--- src/rtl/uart_rx_pkt_ctrl_if.sv ---
// Bundle of the receiver-side and downstream-side signals of the UART packet controller.
// The controller connects through the slave modport; the receiver/consumer side uses master.
interface uart_rx_pkt_ctrl_if;
  logic [7:0] rx_data;
  logic       rx_done;
  logic       rx_error;
  logic       rx_enable;
  logic [7:0] out_data;
  logic       out_valid;
  logic       out_last;
  logic       out_ready;
  logic       pkt_err;
  logic [1:0] err_code;
  logic [7:0] err_cnt;

  modport master (
    output rx_data, rx_done, rx_error, out_ready,
    input  rx_enable, out_data, out_valid, out_last, pkt_err, err_code, err_cnt
  );

  modport slave (
    input  rx_data, rx_done, rx_error, out_ready,
    output rx_enable, out_data, out_valid, out_last, pkt_err, err_code, err_cnt
  );
endinterface

--- src/rtl/uart_rx_pkt_ctrl.sv ---
// Sequences a UART byte receiver and frames its bytes as HEADER, LEN, payload, CHK packets.
// The payload is buffered and only released downstream once its XOR checksum matches.
module uart_rx_pkt_ctrl #(
  parameter logic [7:0] HEADER      = 8'hA5,
  parameter int         MAX_LEN     = 16,
  parameter int         TIMEOUT_CYC = 50_000
) (
  input  logic              clk,
  input  logic              rst,
  uart_rx_pkt_ctrl_if.slave bus
);
  localparam int         IW        = $clog2(MAX_LEN + 1);
  localparam int         AW        = (MAX_LEN > 1) ? $clog2(MAX_LEN) : 1;
  localparam int         TW        = $clog2(TIMEOUT_CYC);
  localparam logic [7:0] MAX_LEN_B = 8'(MAX_LEN);

  typedef enum logic [2:0] {
    HUNT  = 3'd0,
    LEN   = 3'd1,
    PAY   = 3'd2,
    CHK   = 3'd3,
    DRAIN = 3'd4
  } state_t;

  typedef enum logic [1:0] {
    ERR_PARITY  = 2'd0,
    ERR_LENGTH  = 2'd1,
    ERR_CHKSUM  = 2'd2,
    ERR_TIMEOUT = 2'd3
  } err_t;

  state_t        state, state_next;
  logic          rx_done_d, armed, byte_evt;
  logic [IW-1:0] len, idx, rd_idx;
  logic [7:0]    chk;
  logic [TW-1:0] timer;
  logic          timer_hit, xfer, last_beat;
  logic          abort, take_len, take_pay, start_drain;
  err_t          abort_code;
  logic          rx_enable_q, pkt_err_q;
  logic [1:0]    err_code_q;
  logic [7:0]    err_cnt_q;
  logic [7:0]    pay_buf [MAX_LEN];

  // A byte counts only on an rx_done rise that followed a fall we actually saw.
  assign byte_evt  = bus.rx_done & ~rx_done_d & armed;
  assign timer_hit = (timer == TW'(TIMEOUT_CYC - 1));
  assign last_beat = (rd_idx == len - 1'b1);
  assign xfer      = (state == DRAIN) & bus.out_ready;

  always_ff @(posedge clk) begin
    if (rst) state <= HUNT;
    else     state <= state_next;
  end

  // NOTE: every output of this block gets a default first so no latch is inferred.
  always_comb begin
    state_next  = state;
    abort       = 1'b0;
    abort_code  = ERR_PARITY;
    take_len    = 1'b0;
    take_pay    = 1'b0;
    start_drain = 1'b0;
    unique case (state)
      HUNT: begin
        if (byte_evt && bus.rx_data == HEADER && !bus.rx_error) state_next = LEN;
      end
      LEN: begin
        if (byte_evt) begin
          if (bus.rx_error) begin
            abort = 1'b1;
          end else if (bus.rx_data == 8'd0 || bus.rx_data > MAX_LEN_B) begin
            abort      = 1'b1;
            abort_code = ERR_LENGTH;
          end else begin
            take_len   = 1'b1;
            state_next = PAY;
          end
        end else if (timer_hit) begin
          abort      = 1'b1;
          abort_code = ERR_TIMEOUT;
        end
      end
      PAY: begin
        if (byte_evt) begin
          if (bus.rx_error) begin
            abort = 1'b1;
          end else begin
            take_pay = 1'b1;
            if (idx == len - 1'b1) state_next = CHK;
          end
        end else if (timer_hit) begin
          abort      = 1'b1;
          abort_code = ERR_TIMEOUT;
        end
      end
      CHK: begin
        if (byte_evt) begin
          if (bus.rx_error) begin
            abort = 1'b1;
          end else if (bus.rx_data == chk) begin
            start_drain = 1'b1;
            state_next  = DRAIN;
          end else begin
            abort      = 1'b1;
            abort_code = ERR_CHKSUM;
          end
        end else if (timer_hit) begin
          abort      = 1'b1;
          abort_code = ERR_TIMEOUT;
        end
      end
      DRAIN: begin
        // Any byte event here belongs to a byte already in flight and is dropped.
        if (xfer && last_beat) state_next = HUNT;
      end
      default: state_next = HUNT;
    endcase
    if (abort) state_next = HUNT;
  end

  // NOTE: sequential state uses non-blocking assignments so every register samples pre-edge values.
  always_ff @(posedge clk) begin
    if (rst) begin
      rx_done_d   <= 1'b1;
      armed       <= 1'b0;
      len         <= '0;
      idx         <= '0;
      rd_idx      <= '0;
      chk         <= 8'h00;
      timer       <= '0;
      rx_enable_q <= 1'b0;
      pkt_err_q   <= 1'b0;
      err_code_q  <= 2'd0;
      err_cnt_q   <= 8'h00;
    end else begin
      rx_done_d <= bus.rx_done;
      if (byte_evt)                        armed <= 1'b0;
      else if (!bus.rx_done && rx_done_d)  armed <= 1'b1;

      if (take_len) begin
        len <= bus.rx_data[IW-1:0];
        chk <= bus.rx_data;
        idx <= '0;
      end else if (take_pay) begin
        chk <= chk ^ bus.rx_data;
        idx <= idx + 1'b1;
      end

      if (start_drain) rd_idx <= '0;
      else if (xfer)   rd_idx <= rd_idx + 1'b1;

      // The inter-byte timer restarts on any state change and on every byte.
      if (byte_evt || state_next != state)          timer <= '0;
      else if (state == LEN || state == PAY || state == CHK) timer <= timer + 1'b1;

      rx_enable_q <= (state_next != DRAIN);
      pkt_err_q   <= abort;
      if (abort) begin
        err_code_q <= abort_code;
        if (err_cnt_q != 8'hFF) err_cnt_q <= err_cnt_q + 8'd1;
      end
    end
  end

  // NOTE: the payload buffer is plain storage with no reset; its contents are never read before being written.
  always_ff @(posedge clk) begin
    if (take_pay) pay_buf[idx[AW-1:0]] <= bus.rx_data;
  end

  assign bus.rx_enable = rx_enable_q;
  assign bus.out_valid = (state == DRAIN);
  assign bus.out_data  = (state == DRAIN) ? pay_buf[rd_idx[AW-1:0]] : 8'h00;
  assign bus.out_last  = (state == DRAIN) & last_beat;
  assign bus.pkt_err   = pkt_err_q;
  assign bus.err_code  = err_code_q;
  assign bus.err_cnt   = err_cnt_q;
endmodule

--- src/flat_wrapper.sv ---
// flat-port wrapper written by rule: the top's interface ports become plain ports
module uart_rx_pkt_ctrl_flat 
#(
  parameter logic [7:0] HEADER      = 8'hA5,
  parameter int         MAX_LEN     = 16,
  parameter int         TIMEOUT_CYC = 50_000
)
  (clk, rst, bus_rx_data, bus_rx_done, bus_rx_error, bus_out_ready, bus_rx_enable, bus_out_data, bus_out_valid, bus_out_last, bus_pkt_err, bus_err_code, bus_err_cnt);
  uart_rx_pkt_ctrl_if bus_i ();
  input  logic clk;
  input  logic rst;
  input wire logic [$bits(bus_i.rx_data)-1:0] bus_rx_data;
  input wire logic [$bits(bus_i.rx_done)-1:0] bus_rx_done;
  input wire logic [$bits(bus_i.rx_error)-1:0] bus_rx_error;
  input wire logic [$bits(bus_i.out_ready)-1:0] bus_out_ready;
  output wire logic [$bits(bus_i.rx_enable)-1:0] bus_rx_enable;
  output wire logic [$bits(bus_i.out_data)-1:0] bus_out_data;
  output wire logic [$bits(bus_i.out_valid)-1:0] bus_out_valid;
  output wire logic [$bits(bus_i.out_last)-1:0] bus_out_last;
  output wire logic [$bits(bus_i.pkt_err)-1:0] bus_pkt_err;
  output wire logic [$bits(bus_i.err_code)-1:0] bus_err_code;
  output wire logic [$bits(bus_i.err_cnt)-1:0] bus_err_cnt;
  assign bus_i.rx_data = bus_rx_data;
  assign bus_i.rx_done = bus_rx_done;
  assign bus_i.rx_error = bus_rx_error;
  assign bus_i.out_ready = bus_out_ready;
  assign bus_rx_enable = bus_i.rx_enable;
  assign bus_out_data = bus_i.out_data;
  assign bus_out_valid = bus_i.out_valid;
  assign bus_out_last = bus_i.out_last;
  assign bus_pkt_err = bus_i.pkt_err;
  assign bus_err_code = bus_i.err_code;
  assign bus_err_cnt = bus_i.err_cnt;
  uart_rx_pkt_ctrl #(.HEADER(HEADER), .MAX_LEN(MAX_LEN), .TIMEOUT_CYC(TIMEOUT_CYC)) u_core (.clk(clk), .rst(rst), .bus(bus_i));
endmodule
--- config.mk ---
export PLATFORM = sky130hd
export DESIGN_NAME = uart_rx_pkt_ctrl_flat
export DESIGN_NICKNAME = d
export VERILOG_FILES = /design/src/rtl/uart_rx_pkt_ctrl_if.sv /design/src/rtl/uart_rx_pkt_ctrl.sv /design/src/flat_wrapper.sv
export SDC_FILE = /design/constraint.sdc
export NUM_CORES = 1
export LEC_CHECK = 0
export BUFFER_PORTS_ARGS = -buffer_cell sky130_fd_sc_hd__buf_2
export CAP_MARGIN = 25
export CELL_PAD_IN_SITES_DETAIL_PLACEMENT = 1
export CELL_PAD_IN_SITES_GLOBAL_PLACEMENT = 1
export CORE_MARGIN = 3
export CORE_UTILIZATION = 48
export CTS_BUF_LIST = sky130_fd_sc_hd__clkbuf_8
export CTS_CLUSTER_SIZE = 14
export DETAILED_ROUTE_END_ITERATION = 10
export HOLD_SLACK_MARGIN = 0.08
export PLACE_DENSITY = 0.82
export SYNTH_ARGS = -nofsm -noshare
export SYNTH_HDL_FRONTEND = slang
export SYNTH_SLANG_ARGS = --single-unit
--- constraint.sdc ---
create_clock -name clk -period 2.7 [get_ports clk]
set_input_delay 0.54 -clock clk [delete_from_list [all_inputs] [get_ports clk]]
set_output_delay 0.54 -clock clk [all_outputs]
set_load 0.01 [all_outputs]
==> results_dict.tcl <==
set metrics [dict create \
    syn_nets 595 \
    place.detailed.hpwl_um 13700 \
    gr-total-overflow 0 \
    worstReg2RegEnd "u_core.chk[2]" \
    nets 666 \
    crit_path_start_kind "register" \
    dr.pass1.iters 4 \
    antenna_cells 0 \
    syn-instance-count 574 \
    hold_viol_final 0 \
    start_util_pct 49.7 \
    finalCriticalPeriod_ps 2990 \
    drive_above_1_share_pct 26.9 \
    clkTransAtPathRegs_ps 90 \
    postCtsHoldBufs 0 \
    slew_headroom_pct 48.7 \
    powerDensity_nw_per_um2 545 \
    cts_max_level 4 \
    dpl_cell_area_um2 8630 \
    r2r_setup_slack_ps 270 \
    top_layer "met4" \
    cpPeakStageDelay_ps 540 \
    synth_edf_count 128 \
    fill_cells 1586 \
    p_leak_nw 3.10 \
    yosysSeqAreaShare_pct 63.2 \
    met2WireLength_um 11300 \
    ys_seq_elements 188 \
    rows 46 \
    drtIter0Drc 355 \
    grt_max_degree 33 \
    hold_path_class "in -> reg" \
    grt_pass1_wl_um 32800 \
    die_h_um 135 \
    via_per_inst 5.96 \
    path_common_cell "mux4_2" \
    cts_buffers 17 \
    avgSynthCellArea_um2 13.9 \
    synth_ff_type "edfxtp_1" \
    clk-insertion-delay-late_ps 470 \
    holdPathEnd "u_core.rx_done_d" \
    drc 0 \
    finish.instance_area_um2 9260 \
    vias 5208 \
    critPathSlowestCell "mux4_2" \
    grtUsageTotal_pct 24.4 \
    rr_startpoint "u_core.rx_done_d" \
    fin_crit_sh_pct 111 \
    ant_nets 0 \
    yosysUniqueCellTypes 53 \
    synthArstFlopShare_pct 0 \
    setup_ws_ps -294 \
    yosysWarnings 0 \
    areaGrowthSynthToFinish_pct 16.0 \
    slew_viol_final 0 \
    clock_path_buffers 2 \
    place_congestion 0.824 \
    setup_viol 9 \
    crit_fanout 6 \
    whs_path_depth 3 \
    worst_ep_required_time_ps 2160 \
    ios 35 \
    wl_per_cell_um 24.1 \
    power.total_mw 5.05 \
    first_global_vias 5643 \
    drv_cap 0 \
    ff2ff_path_depth 6 \
    syn-cell-area_um2 7990 \
    die_w_um 135 \
    end_kind "output pin" \
    run_status "finished, violations left" \
    fp.coreArea_um2 16100 \
    cp.arrival_ps 2450 \
    cts_tree "done" \
    dieArea_um2 18200 \
    rsz0062_at_grt "true" \
    finalSetupTns_ps -2180 \
    hp-start "bus_rx_done" \
    root_buffer "clkbuf_8" \
    cp_cell_sequence "buf_12 > buf_16 > mux4_2 > mux4_2 > nor2b_4 > buf_6" \
    violations "setup timing" \
    finClkSkew_ps 14.5 \
    port_buffers 34 \
    timing.fmax_mhz 334 \
    crit_type "reg -> out" \
    register_area_um2 5050 \
    antenna_found_initial 0 \
    m1WireLength_um 8280 \
    worst_ir_drop_vdd_uv 333 \
    multi_input_area_um2 2870 \
    wl_met3_um 891 \
    numClockSinks 188 \
    totalWireLength_um 21000 \
    worstMarginPinSlew_ps 767 \
    finalCoreUtilization_pct 57.7 \
]
## what timing repair did
| item | CTS | global route |
|---|---|---|
| gates cloned | 3 | 0 |
| buffers inserted | 5 | 1 |
| pin swaps | 2 | 1 |
| hold endpoints to repair | 0 | 0 |
| resized for setup | 16 | 11 |
| endpoints found under the setup margin | 9 | 9 |
## cells by family (layout without fill, tap and decap cells)
| group | after synthesis | count (layout) | synth area share [%] |
|---|---|---|---|
| AND/OR/NAND/NOR | 210 | 210 | 13.4 |
| XOR/XNOR | 41 | 41 | 4.67 |
| multiplexers | 46 | 46 | 12.1 |
| adder cells (fa/ha/maj) | 8 | 8 | 1.25 |
| flip-flops | 188 | 188 | 63.2 |
| AO/OA/AOI/OAI | 43 | 43 | 3.51 |
| buffers and inverters | 38 | 122 | 1.93 |
## per-layer routing
layer | GRT usage [%] | vias up
li1 | - | 2291
met1 | 28.8 | 2722
met2 | 44.4 | 161
met3 | 4.96 | 34
met4 | 8.34 | 0
met5 | 0 | -
## where the power goes
part	total [mW]	internal (mW)	switching, mW	leakage (nW)
sequential	3.07	3.07	0.00189	1.64
clock	1.87	0.837	1.04	0.192
combinational	0.106	0.0278	0.0782	1.27
total	5.05	3.93	1.12	3.10
## worst max-delay path by stage
stage                         from                     to  slack (ps)
CTS                       register        bus_out_data[1]        -330
floorplan              bus_rx_done   u_core.pay_buf[0][0]         130
finish                    register        bus_out_data[6]        -290
detailed placement  bus_rx_data[0]  u_core.bus.err_cnt[2]           3
global route              register        bus_out_data[2]        -380
global placement    bus_rx_data[0]  u_core.bus.err_cnt[7]         110
## Yosys cell counts, types with 4 or more instances
| master | count | share of area (%) |
|---|---|---|
| nor3_1 | 13 | 0.81 |
| nand3b_1 | 8 | 0.75 |
| dfxtp_1 | 60 | 15 |
| and3_1 | 7 | 0.55 |
| mux4_2 | 40 | 11 |
| a21oi_1 | 14 | 0.88 |
| nand2_1 | 51 | 2.4 |
| nor2b_1 | 12 | 0.94 |
| clkbuf_1 | 21 | 0.99 |
| nor2_1 | 52 | 2.4 |
| xor2_1 | 21 | 2.3 |
| ha_1 | 8 | 1.3 |
| a31oi_1 | 7 | 0.55 |
| nand4_1 | 13 | 1.0 |
| nor4_1 | 9 | 0.71 |
| xnor2_1 | 19 | 2.1 |
| nand3_1 | 21 | 1.3 |
| edfxtp_1 | 128 | 48 |
| or2_2 | 4 | 0.31 |
| o21ai_0 | 5 | 0.31 |
| inv_1 | 10 | 0.47 |
## sequential cells by signal (all words and copies together), names as in the netlist, named ones only
name	count
u_core.rx_done_d	1
u_core.pay_buf	128
u_core.idx	5
u_core.len	5
u_core.armed	1
u_core.bus.err_cnt	8
u_core.chk	8
u_core.rd_idx	5
u_core.timer	16
u_core.bus.err_code	2
u_core.bus.pkt_err	1
u_core.bus.rx_enable	1
u_core.state	3
## cells in the final DEF (no fill, tap or decap), types with 17 or more instances in the layout
master and instances:
nand3_1 21, buf_2 30, edfxtp_1 128, buf_4 39, mux4_2 40, dfxtp_1 56, xnor2_1 18, nand2_1 50
clkbuf_8 17, xor2_1 21, nor2_1 52
## area by class of cell
class / instances / area share, %
clock inverter: 15 / 1.74
inverter: 10 / 0.405
timing repair buffer: 80 / 6.85
sequential: 188 / 54.6
tap: 216 / 2.92
clock buffer: 17 / 2.53
multi-input combinational: 348 / 31.0
## through the flow
| step | cells | setup slack [ps] | hold slack [ps] |
|---|---|---|---|
| floorplan | 574 | 126 | 458 |
| global placement | 834 | 112 | 453 |
| detailed placement | 834 | 2.83 | 478 |
| CTS | 874 | -326 | 289 |
| global route | 874 | -381 | 327 |
| finish | 874 | -294 | 318 |
## critical path, delay by kind of cell, from the launching register on
kind,cells,cell delay [ps]
multiplexers,2,1030
AND/OR/NAND/NOR,1,140
flip-flops,1,420
buffers and inverters,3,400
Power figures use the tool's default switching activity.
